==> config.mk <==
export PLATFORM = sky130hd
export DESIGN_NAME = hdu_sb
export DESIGN_NICKNAME = d
export VERILOG_FILES = /design/src/rtl/hdu_sb.sv
export SDC_FILE = /design/constraint.sdc
export NUM_CORES = 1
export LEC_CHECK = 0
export ABC_AREA = 1
export BUFFER_PORTS_ARGS = -buffer_cell sky130_fd_sc_hd__buf_2
export CORE_MARGIN = 4
export CORE_UTILIZATION = 40
export CTS_BUF_LIST = sky130_fd_sc_hd__clkbuf_4
export CTS_CLUSTER_DIAMETER = 30
export DETAILED_ROUTE_END_ITERATION = 16
export SYNTH_ARGS = -nofsm -noshare
export SYNTH_HDL_FRONTEND = slang
export SYNTH_SLANG_ARGS = --single-unit
export TNS_END_PERCENT = 10
==> constraint.sdc <==
create_clock -name clk_i -period 1.9 [get_ports clk_i]
set_input_delay 0.285 -clock clk_i [delete_from_list [all_inputs] [get_ports clk_i]]
set_output_delay 0.285 -clock clk_i [all_outputs]
set_load 0.1 [all_outputs]
==> src/rtl/hdu_sb.sv <==
// Scoreboarded hazard detection unit: load-use countdown, long-op pending bits, stall/flush control.
// Optional perf counters are built when HDU_PERF_EN is defined.
module hdu_sb #(
    parameter int unsigned NREG     = 32,
    parameter int unsigned AW       = $clog2(NREG),
    parameter int unsigned LOAD_LAT = 1,
    parameter int unsigned CNT_W    = 3,
    parameter int unsigned PERF_W   = 32
) (
    input  logic              clk_i,
    input  logic              rst_ni,
    input  logic              br_flush_i,
    input  logic [AW-1:0]     IFID_rs1_i,
    input  logic [AW-1:0]     IFID_rs2_i,
    input  logic [AW-1:0]     IFID_rd_i,
    input  logic              IFID_rd_wren_i,
    input  logic [AW-1:0]     IDEX_rd_i,
    input  logic              IDEX_rd_wren_i,
    input  logic              IDEX_mem_rden_i,
    input  logic              IDEX_lop_i,
    input  logic              lop_ready_i,
    input  logic              lop_done_i,
    input  logic [AW-1:0]     lop_rd_i,
    output logic              pc_wren_o,
    output logic              IFID_wren_o,
    output logic              IFID_clear_o,
    output logic              IDEX_wren_o,
    output logic              IDEX_clear_o,
    output logic              EXMEM_clear_o,
    output logic              lop_start_o,
    output logic [PERF_W-1:0] perf_lu_o,
    output logic [PERF_W-1:0] perf_lop_o,
    output logic [PERF_W-1:0] perf_fl_o
);

    logic [CNT_W-1:0] ld_cnt_q [NREG];
    logic [CNT_W-1:0] ld_cnt_d [NREG];
    logic [NREG-1:0]  lop_pend_q, lop_pend_d;

    logic ld_in_ex, rs1_hit, rs2_hit, waw_hit;
    logic struct_stall, data_stall, ex_adv, ld_set, lop_set;

    always_comb begin
        ld_in_ex = IDEX_mem_rden_i && IDEX_rd_wren_i;
        rs1_hit  = (IFID_rs1_i != '0) &&
                   ((ld_in_ex && (IDEX_rd_i == IFID_rs1_i)) ||
                    (ld_cnt_q[IFID_rs1_i] != '0) || lop_pend_q[IFID_rs1_i]);
        rs2_hit  = (IFID_rs2_i != '0) &&
                   ((ld_in_ex && (IDEX_rd_i == IFID_rs2_i)) ||
                    (ld_cnt_q[IFID_rs2_i] != '0) || lop_pend_q[IFID_rs2_i]);
        waw_hit  = IFID_rd_wren_i && (IFID_rd_i != '0) && lop_pend_q[IFID_rd_i];

        struct_stall = IDEX_lop_i && !lop_ready_i;
        data_stall   = rs1_hit || rs2_hit || waw_hit;
        ex_adv       = !br_flush_i && !struct_stall;
        lop_start_o  = IDEX_lop_i && lop_ready_i && !br_flush_i;
        ld_set       = ex_adv && ld_in_ex && (IDEX_rd_i != '0) && (LOAD_LAT > 1);
        lop_set      = lop_start_o && IDEX_rd_wren_i && (IDEX_rd_i != '0);
    end

    always_comb begin
        pc_wren_o     = 1'b1;
        IFID_wren_o   = 1'b1;
        IFID_clear_o  = 1'b0;
        IDEX_wren_o   = 1'b1;
        IDEX_clear_o  = 1'b0;
        EXMEM_clear_o = 1'b0;
        if (br_flush_i) begin
            IFID_clear_o  = 1'b1;
            IDEX_clear_o  = 1'b1;
            EXMEM_clear_o = 1'b1;
        end else if (struct_stall) begin
            pc_wren_o     = 1'b0;
            IFID_wren_o   = 1'b0;
            IDEX_wren_o   = 1'b0;
            EXMEM_clear_o = 1'b1;
        end else if (data_stall) begin
            pc_wren_o     = 1'b0;
            IFID_wren_o   = 1'b0;
            IDEX_clear_o  = 1'b1;
        end
    end

    // A fresh load set overrides the decrement on the same register.
    always_comb begin
        for (int i = 0; i < int'(NREG); i++) begin
            ld_cnt_d[i] = (ld_cnt_q[i] != '0) ? ld_cnt_q[i] - 1'b1 : '0;
            if (ld_set && (IDEX_rd_i == AW'(i))) begin
                ld_cnt_d[i] = CNT_W'(LOAD_LAT - 1);
            end
        end
        lop_pend_d = lop_pend_q;
        if (lop_done_i) lop_pend_d[lop_rd_i] = 1'b0;
        if (lop_set)    lop_pend_d[IDEX_rd_i] = 1'b1;
    end

    always_ff @(posedge clk_i or negedge rst_ni) begin
        if (!rst_ni) begin
            for (int i = 0; i < int'(NREG); i++) ld_cnt_q[i] <= '0;
            lop_pend_q <= '0;
        end else begin
            for (int i = 0; i < int'(NREG); i++) ld_cnt_q[i] <= ld_cnt_d[i];
            lop_pend_q <= lop_pend_d;
        end
    end

`ifdef HDU_PERF_EN
    logic [PERF_W-1:0] perf_lu_q, perf_lop_q, perf_fl_q;

    always_ff @(posedge clk_i or negedge rst_ni) begin
        if (!rst_ni) begin
            perf_lu_q  <= '0;
            perf_lop_q <= '0;
            perf_fl_q  <= '0;
        end else begin
            if (!br_flush_i && !struct_stall && data_stall) perf_lu_q <= perf_lu_q + 1'b1;
            if (!br_flush_i && struct_stall) perf_lop_q <= perf_lop_q + 1'b1;
            if (br_flush_i) perf_fl_q <= perf_fl_q + 1'b1;
        end
    end

    assign perf_lu_o  = perf_lu_q;
    assign perf_lop_o = perf_lop_q;
    assign perf_fl_o  = perf_fl_q;
`else
    assign perf_lu_o  = '0;
    assign perf_lop_o = '0;
    assign perf_fl_o  = '0;
`endif

endmodule

# ---- Word level (Yosys, flattened, before mapping)
# Cells that the tools add are included.
dict set report totals {
  regBits 128
  latchBits 0
  mem_bits_rw 0
  rom_bits 0
  input_bits 34
  out_inout_bits 103
  word_cells 202
  memories 0
}
dict set report op_classes {
  n_addsub 32
  n_mul 0
  div_mod_pow 0
  order_cmp 9
  n_eq_ne 2
  shift 0
  n_mux 61
  bitwise_logic 5
  n_reduce_logical 60
}
# operator n
set ops {}
lappend ops {{$mux 3} 36}
lappend ops {{$reduce_bool 3->1} 34}
lappend ops {{$sub 3x1->3 const B} 32}
lappend ops {{$mux 32} 2}
lappend ops {{$and 32x32->32} 1}
lappend ops {{$not 32->32} 1}
lappend ops {{$or 32x32->32} 1}
lappend ops {{$bmux 3 s5} 2}
lappend ops {{$lt 5x6->1 const B} 5}
lappend ops {{$reduce_bool 5->1} 4}
lappend ops {{$mux 1} 16}
lappend ops {{$bmux 1 s5} 3}
lappend ops {{$logic_and 1x1->1} 14}
lappend ops {{$ge 6x6->1 const B} 2}
lappend ops {{$not 5->6} 2}
lappend ops {{$demux 1 s5} 2}
lappend ops {{$eq 5x5->1} 2}
lappend ops {{$ge 5x1->1 const B} 2}
lappend ops {{$logic_or 1x1->1} 6}
lappend ops {{$logic_not 1->1} 2}

# ---- Logic depth before layout (Yosys ltp)
# Gate-level depths: netlist of the first run.
dict set report depth {
  ltp_word 13
  mapped_depth 16
  ltp_nobuf 15
}

# ---- Worst setup path before layout of the first run
# Ideal clock, no wire load.
dict set report synth_timing {
  path_kind {reg-to-output}
  start {register ld_cnt_q[87] (netlist name)}
  end {output pc_wren_o}
  t_arrival_ps 2307
  t_required_ps 1615
  setup_slack_ps -692
  stages_incl_launch_ff 13
  n_path_buf 1
  cell_sequence {dfrtp_1 > nor2_1 > nand3_1 > a21oi_1 > nor2_1 > nor2_1 > nand2_1 > nand2_1 > nand3_1 > nand2_1 > nand4_1 > nand2_1 > buf_4}
}
dict set report synth_between {
  elab_chain_len 12
  elab_cells_between_ends 19
  cone_classes {mux: 9; reduce/logical: 10}
}
# item line
set synth_lines {}
lappend synth_lines {{start: declaration} 36} ;# logic [CNT_W-1:0] ld_cnt_q [NREG];
lappend synth_lines {{$bmux 3 s5 (on tied branches)} {47, 50}}
lappend synth_lines {{$mux 3 (on tied branches) (2 in series)} {47, 50}}
lappend synth_lines {{$reduce_bool 3->1 (on tied branches)} {47, 50}}
lappend synth_lines {{$logic_or 1x1->1 (on tied branches)} {46, 49}}
lappend synth_lines {{$logic_or 1x1->1 (on tied branches)} {47, 50}}
lappend synth_lines {{$logic_and 1x1->1 (on tied branches)} {45, 48}}
lappend synth_lines {{$logic_or 1x1->1 (*) (2 in series)} 54} ;# data_stall = rs1_hit || rs2_hit || waw_hit;
lappend synth_lines {{$mux 1 (*) (3 in series)} -}
lappend synth_lines {{end: declaration} 24} ;# output logic pc_wren_o,
# Mark *: on every way between the ends. The rest lies on a longest branch, timed or not. The select of a mux whose other input is x is not followed.

# ---- Final worst setup path of the first run
dict set report layout_timing {
  start {register lop_pend_q[25]}
  end {output IFID_wren_o}
}
dict set report layout_between {
  elab_chain_len 9
  elab_cells_between_ends 16
  cone_classes {mux: 9; reduce/logical: 7}
}
# item line
set layout_lines {}
lappend layout_lines {{start: declaration} 38} ;# logic [NREG-1:0] lop_pend_q, lop_pend_d;
lappend layout_lines {{start signal: assignment} 103} ;# lop_pend_q <= lop_pend_d;
lappend layout_lines {{$bmux 1 s5 (on tied branches)} {47, 50}}
lappend layout_lines {{$mux 1 (on tied branches)} {47, 50}}
lappend layout_lines {{$logic_or 1x1->1 (on tied branches)} {47, 50}}
lappend layout_lines {{$logic_and 1x1->1 (on tied branches)} {45, 48}}
lappend layout_lines {{$logic_or 1x1->1} 54}
lappend layout_lines {{$logic_or 1x1->1 (*)} 54}
lappend layout_lines {{$mux 1 (*)} 77} ;# end else if (data_stall) begin
lappend layout_lines {{$mux 1 (*)} 72} ;# end else if (struct_stall) begin
lappend layout_lines {{$mux 1 (*)} 68} ;# if (br_flush_i) begin
lappend layout_lines {{end: declaration} 25} ;# output logic IFID_wren_o,
# Marks and branches as above.

==> flow_summary_export.csv, run 1 <==
group,metric,value,unit
sta,setup_tns,-2.05,ns
sta,setup_violations,3,
cts,clockBufferDepth,2,
final_layout,area_delta_synth_final,23.1,%
status,status,"finished with violations",
worst_setup_path,cp_max_fo,2,
cts,htreeDepth,4,
cts,clk_latency,0.56,ns
worst_hold_path,worstHoldStart,"IDEX_rd_i[0]",
synth,yosys-top-cells-area,"dfrtp_1, ha_1, buf_4, nand2_1, o21ai_0",
drt,drc,0,
global_routing,grt_pass1_wl,32500,um
cts,clkSinkCount,128,
sta,final_hold_viol_count,0,
worst_setup_path,startpoint,"lop_pend_q[25]",
place,hpwl,15500,um
synth,muxShareOfSynthArea,0,%
power_and_ir_drop,pwr_density_cell,670,nW/um2
synth,synth_area_per_cell,7.86,um2
drt,routed-via-count,6839,
global_routing,antenna_found_initial,2,
synth,synth_top_area_share,40.6,%
drt,drt_wl_total,19900,um
synth,synth_top_family_by_area,"simple AND/OR/NAND/NOR gates",
place,port_buffers,40,
cts,root_buffer,"clkbuf_4",
sta,slew_viol_final,0,
place,pre_cts_ws,-0.282,ns
place,dp_cells,1440,
run,maxCapViolations,0,
drt,wire_per_inst,13.4,um
floorplan,core_region_area,19400,um2
place,place_congestion,0.939,
global_routing,track_usage,18.7,%
drt,dr.pass1.iters,5,
cts,cts_tree,"yes",
global_routing,grt_start_max_net_pins,73,
floorplan,dieHeight,148,um
sta,fin_crit_sh,137,%
cts,clkTransAtPathRegs,0.13,ns
drt,ant_nets,0,
synth,synth_cell_type_count,29,
synth,synth_simple_gate_area_share,21.6,%
floorplan,row_count,51,
worst_setup_path,critical_path_class,"flip-flop to output pin",
synth,synth_top_area_cell,"dfrtp_1",
sta,fmax,385,MHz
floorplan,die_area,22000,um2
synth,netlist_instances,1003,
floorplan,boundaryPins,137,
synth,netlist_area,7880,um2
synth,async_reset_ff_share,100,%
drt,first_iter_violations,528,
drt,vias_per_cell,4.62,
power_and_ir_drop,peakVddDrop,0.298,mV
synth,yosys_warnings,0,
synth,synth-xor-area-share,0.333,%
worst_setup_path,reg2reg_from,"ld_cnt_q[19]",
worst_hold_path,hp-class,"primary input to flip-flop",
final_layout,drive_above_1_share,23.9,%
final_layout,fin_cells,1479,
global_routing,first_global_vias,6465,
status,violations,"setup timing",
sta,setup_slack,-0.699,ns
worst_setup_path,cp-start-kind,"flip-flop",
cts,numCtsBuffers,17,
power_and_ir_drop,cellLeakagePower,0.00553,uW
worst_setup_path,critical_path_arrival,2.31,ns
sta,clock_skew,0.0170,ns
sta,finalCriticalPeriod,2.60,ns
synth,synthAdderAreaFrac,10.2,%
synth,synth_compound_area_share,9.94,%
worst_setup_path,worst_ep_required_time,1.62,ns
synth,yosysSeqAreaShare,40.6,%
global_routing,grt_overflow,0,
synth,synth-seq-cells,128,
floorplan,die_w,148,um
synth,synth_edf_count,0,
sta,rsz0062_at_grt,"true",
final_layout,nNetsFinal,1298,
floorplan,initial_utilization,40.6,%
worst_setup_path,cp-end-kind,"output pin",
synth,synthFlopType,"dfrtp_1",
==> metal layers <==
layer  GRT usage, %  vias up  wire (um)
li1               -     3387          -
met1           26.7     3154       9210
met2           29.1      269       8890
met3           3.87       27       1470
met4           5.31        2        300
met5              0        -          7
==> path summary, 6_finish.rpt <==
kind / slack, ns / to / depth (start not counted)
worst max-delay path: -0.70 / IFID_wren_o / 9
worst min-delay path: 0.16 / lop_pend_q[16] / 4
worst max register to register: 0.79 / ld_cnt_q[20] / 5
worst min register to register: 0.48 / ld_cnt_q[48] / 1
max in group asynchronous: 1.26 / lop_pend_q[7] / 3
min in group asynchronous: 0.26 / ld_cnt_q[87] / 3
==> worst max-delay path, cell delays in order, from the launching register on <==
cell and delay [ns]:
dfrtp_1 0.43, buf_4 0.15, o21ai_0 0.16, o211ai_1 0.12, nand3_1 0.12, nand4_1 0.08, nand3b_1 0.21, nand4_1 0.18
nand2_4 0.13, buf_12 0.18
==> cells in the mapped netlist, types with 2 or more instances <==
| cell type | instances |
|---|---|
| a21oi_1 | 16 |
| buf_2 | 6 |
| buf_4 | 102 |
| buf_6 | 7 |
| clkbuf_1 | 4 |
| dfrtp_1 | 128 |
| ha_1 | 64 |
| inv_1 | 121 |
| inv_2 | 3 |
| nand2_1 | 173 |
| nand3_1 | 87 |
| nand4_1 | 9 |
| nor2_1 | 130 |
| nor2_2 | 2 |
| nor3_1 | 9 |
| o2111ai_1 | 2 |
| o211ai_1 | 3 |
| o21ai_0 | 119 |
| o21ai_1 | 4 |
| o22ai_1 | 4 |
| xnor2_1 | 2 |
==> cells in the final DEF (no fill, tap or decap), drive strengths merged, types with 3 or more instances in the layout <==
cell type / netlist / final
clkbuf: 4 / 18
nor2: 132 / 132
bufinv: 0 / 3
dfrtp: 128 / 128
nand3: 87 / 87
clkinv: 0 / 5
clkinvlp: 0 / 5
inv: 125 / 126
conb: 1 / 96
buf: 115 / 201
o21ai: 123 / 123
nor3: 10 / 10
o211ai: 3 / 3
ha: 64 / 64
o22ai: 4 / 4
nand4: 9 / 9
nand2: 173 / 173
a21oi: 16 / 16
==> metrics by stage <==
stage               utilization (%)  hold WS [ns]  total power (uW)  instance area [um2]
floorplan                         -       -0.0106              4300                 8270
CTS                            49.5         0.106              6550                 9610
global placement               47.4         0.320              4520                 9190
global route                   50.0         0.145              6810                 9710
detailed placement             47.4         0.320              4530                 9190
finish                         50.0         0.159              6500                 9710
==> logic make-up after synthesis <==
logic type                 after synthesis
buffers and inverters                  244
DFF                                    128
other                                    1
AOI/OAI and AO/OA                      151
adders and majority gates               64
xor gates and xnor gates                 3
and+or+nand+nor                        412
==> where the power goes <==
part           internal, uW  leakage, uW  switching [uW]
combinational           319      0.00360            1360
clock                   919     0.000146            1070
sequential             2770      0.00178            53.9
==> timing repair <==
item | in CTS | in global routing
gates resized for setup | 35 | 24
hold endpoints to repair | 128 | 0
buffers inserted | 3 | 2
hold buffers | 1 | 0
pin swaps | 20 | 18
setup endpoints to repair | 3 | 3
==> final cells by class <==
type / instances / area, um2
Antenna cell: 1 / 2.50
Timing Repair Buffer: 202 / 1540
Clock buffer: 18 / 135
Clock inverter: 14 / 166
Inverter: 125 / 472
Multi-Input combinational cell: 726 / 3850
Tap cell: 265 / 332
Fill cell: 1942 / 9690
Sequential cell: 128 / 3200
==> registers in the layout, indices dropped and copies added, names as in the netlist <==
register / cells
lop_pend_q: 32
ld_cnt_q: 96
(Power assumes the default switching activity.)
==> run 2, diff against run 1 <==
--- a/config.mk
+++ b/config.mk
@@ -11,6 +11,7 @@
 export CORE_UTILIZATION = 40
 export CTS_BUF_LIST = sky130_fd_sc_hd__clkbuf_4
 export CTS_CLUSTER_DIAMETER = 30
+export CTS_CLUSTER_SIZE = 24
 export DETAILED_ROUTE_END_ITERATION = 16
 export SYNTH_ARGS = -nofsm -noshare
 export SYNTH_HDL_FRONTEND = slang
==> constraint.sdc (replaced) <==
create_clock -name clk_i -period 1.9 [get_ports clk_i]
set_input_delay 0.475 -clock clk_i [delete_from_list [all_inputs] [get_ports clk_i]]
set_output_delay 0.475 -clock clk_i [all_outputs]
set_load 0.1 [all_outputs]
==> run 2 against run 1 <==
Net effect: the run still ends with setup timing left; hold slack gained 0.14 ns; cell count grew 1.6%; flip-flop and latch count is the same; utilization grew 1.1 points; global-route usage grew 0.17 points; die area is the same; total power shrank 0.15%; design area grew 2.2%; wire length grew 1.8%; sequential share of layout area shrank 0.72 points; critical path type unchanged; largest cell class unchanged; largest power group unchanged.
==> flow_summary_export.csv, run 2 (synthesis gave the netlist of run 1 again) <==
group,metric,value,unit
worst_setup_path,r2r_slack,0.71,ns
global_routing,grt_start_max_net_pins,55,
global_routing,grt_pass1_wl,32800,um
worst_setup_path,cp_max_fo,3,
cts,numCtsBuffers,17,
sta,fin_crit_sh,149,%
final_layout,regMostFlops,"ld_cnt_q",
floorplan,initial_utilization,40.6,%
cts,root_buffer,"clkbuf_4",
worst_setup_path,reg2reg_from,"ld_cnt_q[19]",
status,violations,"setup timing",
sta,clock_skew,0.0133,ns
final_layout,area_delta_synth_final,25.8,%
worst_setup_path,worst_ep_required_time,1.42,ns
global_routing,antenna_found_initial,2,
final_layout,nNetsFinal,1321,
drt,ant_nets,0,
final_layout,layout_common_cells,"buf_4, nand2_1, dfrtp_1",
drt,wire_per_inst,13.5,um
power_and_ir_drop,peakVddDrop,0.352,mV
sta,final_hold_viol_count,0,
power_and_ir_drop,power,6490,uW
status,status,"finished with violations",
final_layout,multi_input_area,3820,um2
final_layout,fin_util,51.1,%
floorplan,die_w,148,um
worst_setup_path,cp-start-kind,"flip-flop",
cts,clkSinkCount,128,
cts,clockBufferDepth,2,
worst_setup_path,critical_path_arrival,2.36,ns
floorplan,row_count,51,
drt,drc,0,
sta,setup_violations,3,
drt,routed-via-count,6963,
worst_hold_path,hp-class,"primary input to async pin",
final_layout,design_area,9920,um2
power_and_ir_drop,cellLeakagePower,0.00565,uW
drt,drt_wl_total,20200,um
sta,rsz0062_at_grt,"true",
drt,vias_per_cell,4.64,
place,dpl-instance-area,9420,um2
global_routing,grt_overflow,0,
sta,finalCriticalPeriod,2.84,ns
cts,clk_latency,0.59,ns
place,place_congestion,0.939,
place,port_buffers,40,
worst_setup_path,critical_path_class,"flip-flop to output pin",
final_layout,largest_reg_flops,96,
place,hpwl,15900,um
sta,setup_slack,-0.936,ns
worst_setup_path,worst-r2r-cell-count,5,
final_layout,final_common_cell,"buf_4",
sta,slew_viol_final,0,
sta,fmax,353,MHz
final_layout,seqCellArea,3200,um2
cts,clkTransAtPathRegs,0.13,ns
place,dp_cells,1462,
final_layout,drive_above_1_share,24.8,%
worst_setup_path,timing.rr.end,"ld_cnt_q[20]",
global_routing,first_global_vias,6532,
cts,htreeDepth,4,
final_layout,n_fill_cell,1896,
global_routing,track_usage,18.9,%
final_layout,fin_cells,1502,
power_and_ir_drop,pwr_density_cell,654,nW/um2
drt,dr.pass1.iters,7,
floorplan,core_region_area,19400,um2
run,maxCapViolations,0,
floorplan,boundaryPins,137,
cts,cts_tree,"yes",
worst_setup_path,cp-end-kind,"output pin",
floorplan,die_area,22000,um2
floorplan,dieHeight,148,um
final_layout,reg.largest.list,"ld_cnt_q x96, lop_pend_q x32",
drt,first_iter_violations,660,
run 2: cell count changes in the layout (fill, tap and decap cells not counted), sizes merged:
| cell | before | now |
|---|---|---|
| buf | 201 | 224 |
| clkinv | 5 | 8 |
| clkinvlp | 5 | 2 |
| inv | 126 | 128 |
| bufinv | 3 | 2 |
| clkbuf | 18 | 17 |
run 2: worst max path at each step:
stage	startpoint	to	slack [ns]	cells after the start
finish	ld_cnt_q[19]	IFID_wren_o	-0.94	14
global route	ld_cnt_q[78]	IFID_wren_o	-1.13	13
CTS	ld_cnt_q[18]	IFID_wren_o	-0.96	14
detailed placement	IFID_rs1_i[0]	IFID_wren_o	-0.63	16
global placement	IFID_rs1_i[1]	IFID_wren_o	-0.61	16
floorplan	IFID_rs1_i[0]	pc_wren_o	-0.53	16
run 2: critical path, cell delays in order, from the launching register on:
cell     delay (ns)
dfrtp_1        0.43
nor2_4         0.21
nand2_4        0.09
nand2_1        0.07
nand3_1        0.06
nand2_1        0.07
nand2_1        0.05
nand2_1        0.05
nand2_1        0.05
nand3_1        0.06
nand3_1        0.08
nand2_2        0.09
nand4_1        0.13
nand2_4        0.14
buf_12         0.18
run 2: timing repair:
item / CTS / global route
hold buffers: 1 / 0
endpoints found under the hold margin: 17 / 0
pin swaps: 14 / 12
buffers inserted: 5 / 1
gates resized for setup: 31 / 22
setup endpoints to repair: 3 / 3
run 2: final cells by class:
| cell class | count | area share, % |
|---|---|---|
| multi-input cells | 726 | 38.6 |
| flip-flops and latches | 128 | 32.3 |
| repair buffers | 225 | 18.1 |
| inverters | 125 | 4.76 |
| well taps | 265 | 3.34 |
| clock inverters | 15 | 1.64 |
| clock buffers | 17 | 1.29 |
| diodes | 1 | 0.0252 |
run 2: metal layers:
metal  up-vias  routed length (um)  GRT usage (%)
li1       3427                   -              -
met1      3227                9310           27.1
met5         -                  13              0
met4         2                 427           6.70
met3        38                1690           4.57
met2       269                8790           28.0
run 2: metrics by stage:
stage          setup WS, ns  TNS, ns  hold slack, ns
2_1_floorplan        -0.525    -1.21           0.179
3_3_place_gp         -0.611    -1.77           0.384
3_5_place_dp         -0.630    -1.82           0.386
4_1_cts              -0.960    -2.81           0.272
5_1_grt               -1.13    -3.33           0.300
6_report             -0.936    -2.75           0.301
run 2: report_power, final:
group | internal (uW) | switching, uW
clock network | 794 | 1140
logic | 357 | 1370
registers | 2770 | 49.0
total | 3920 | 2560
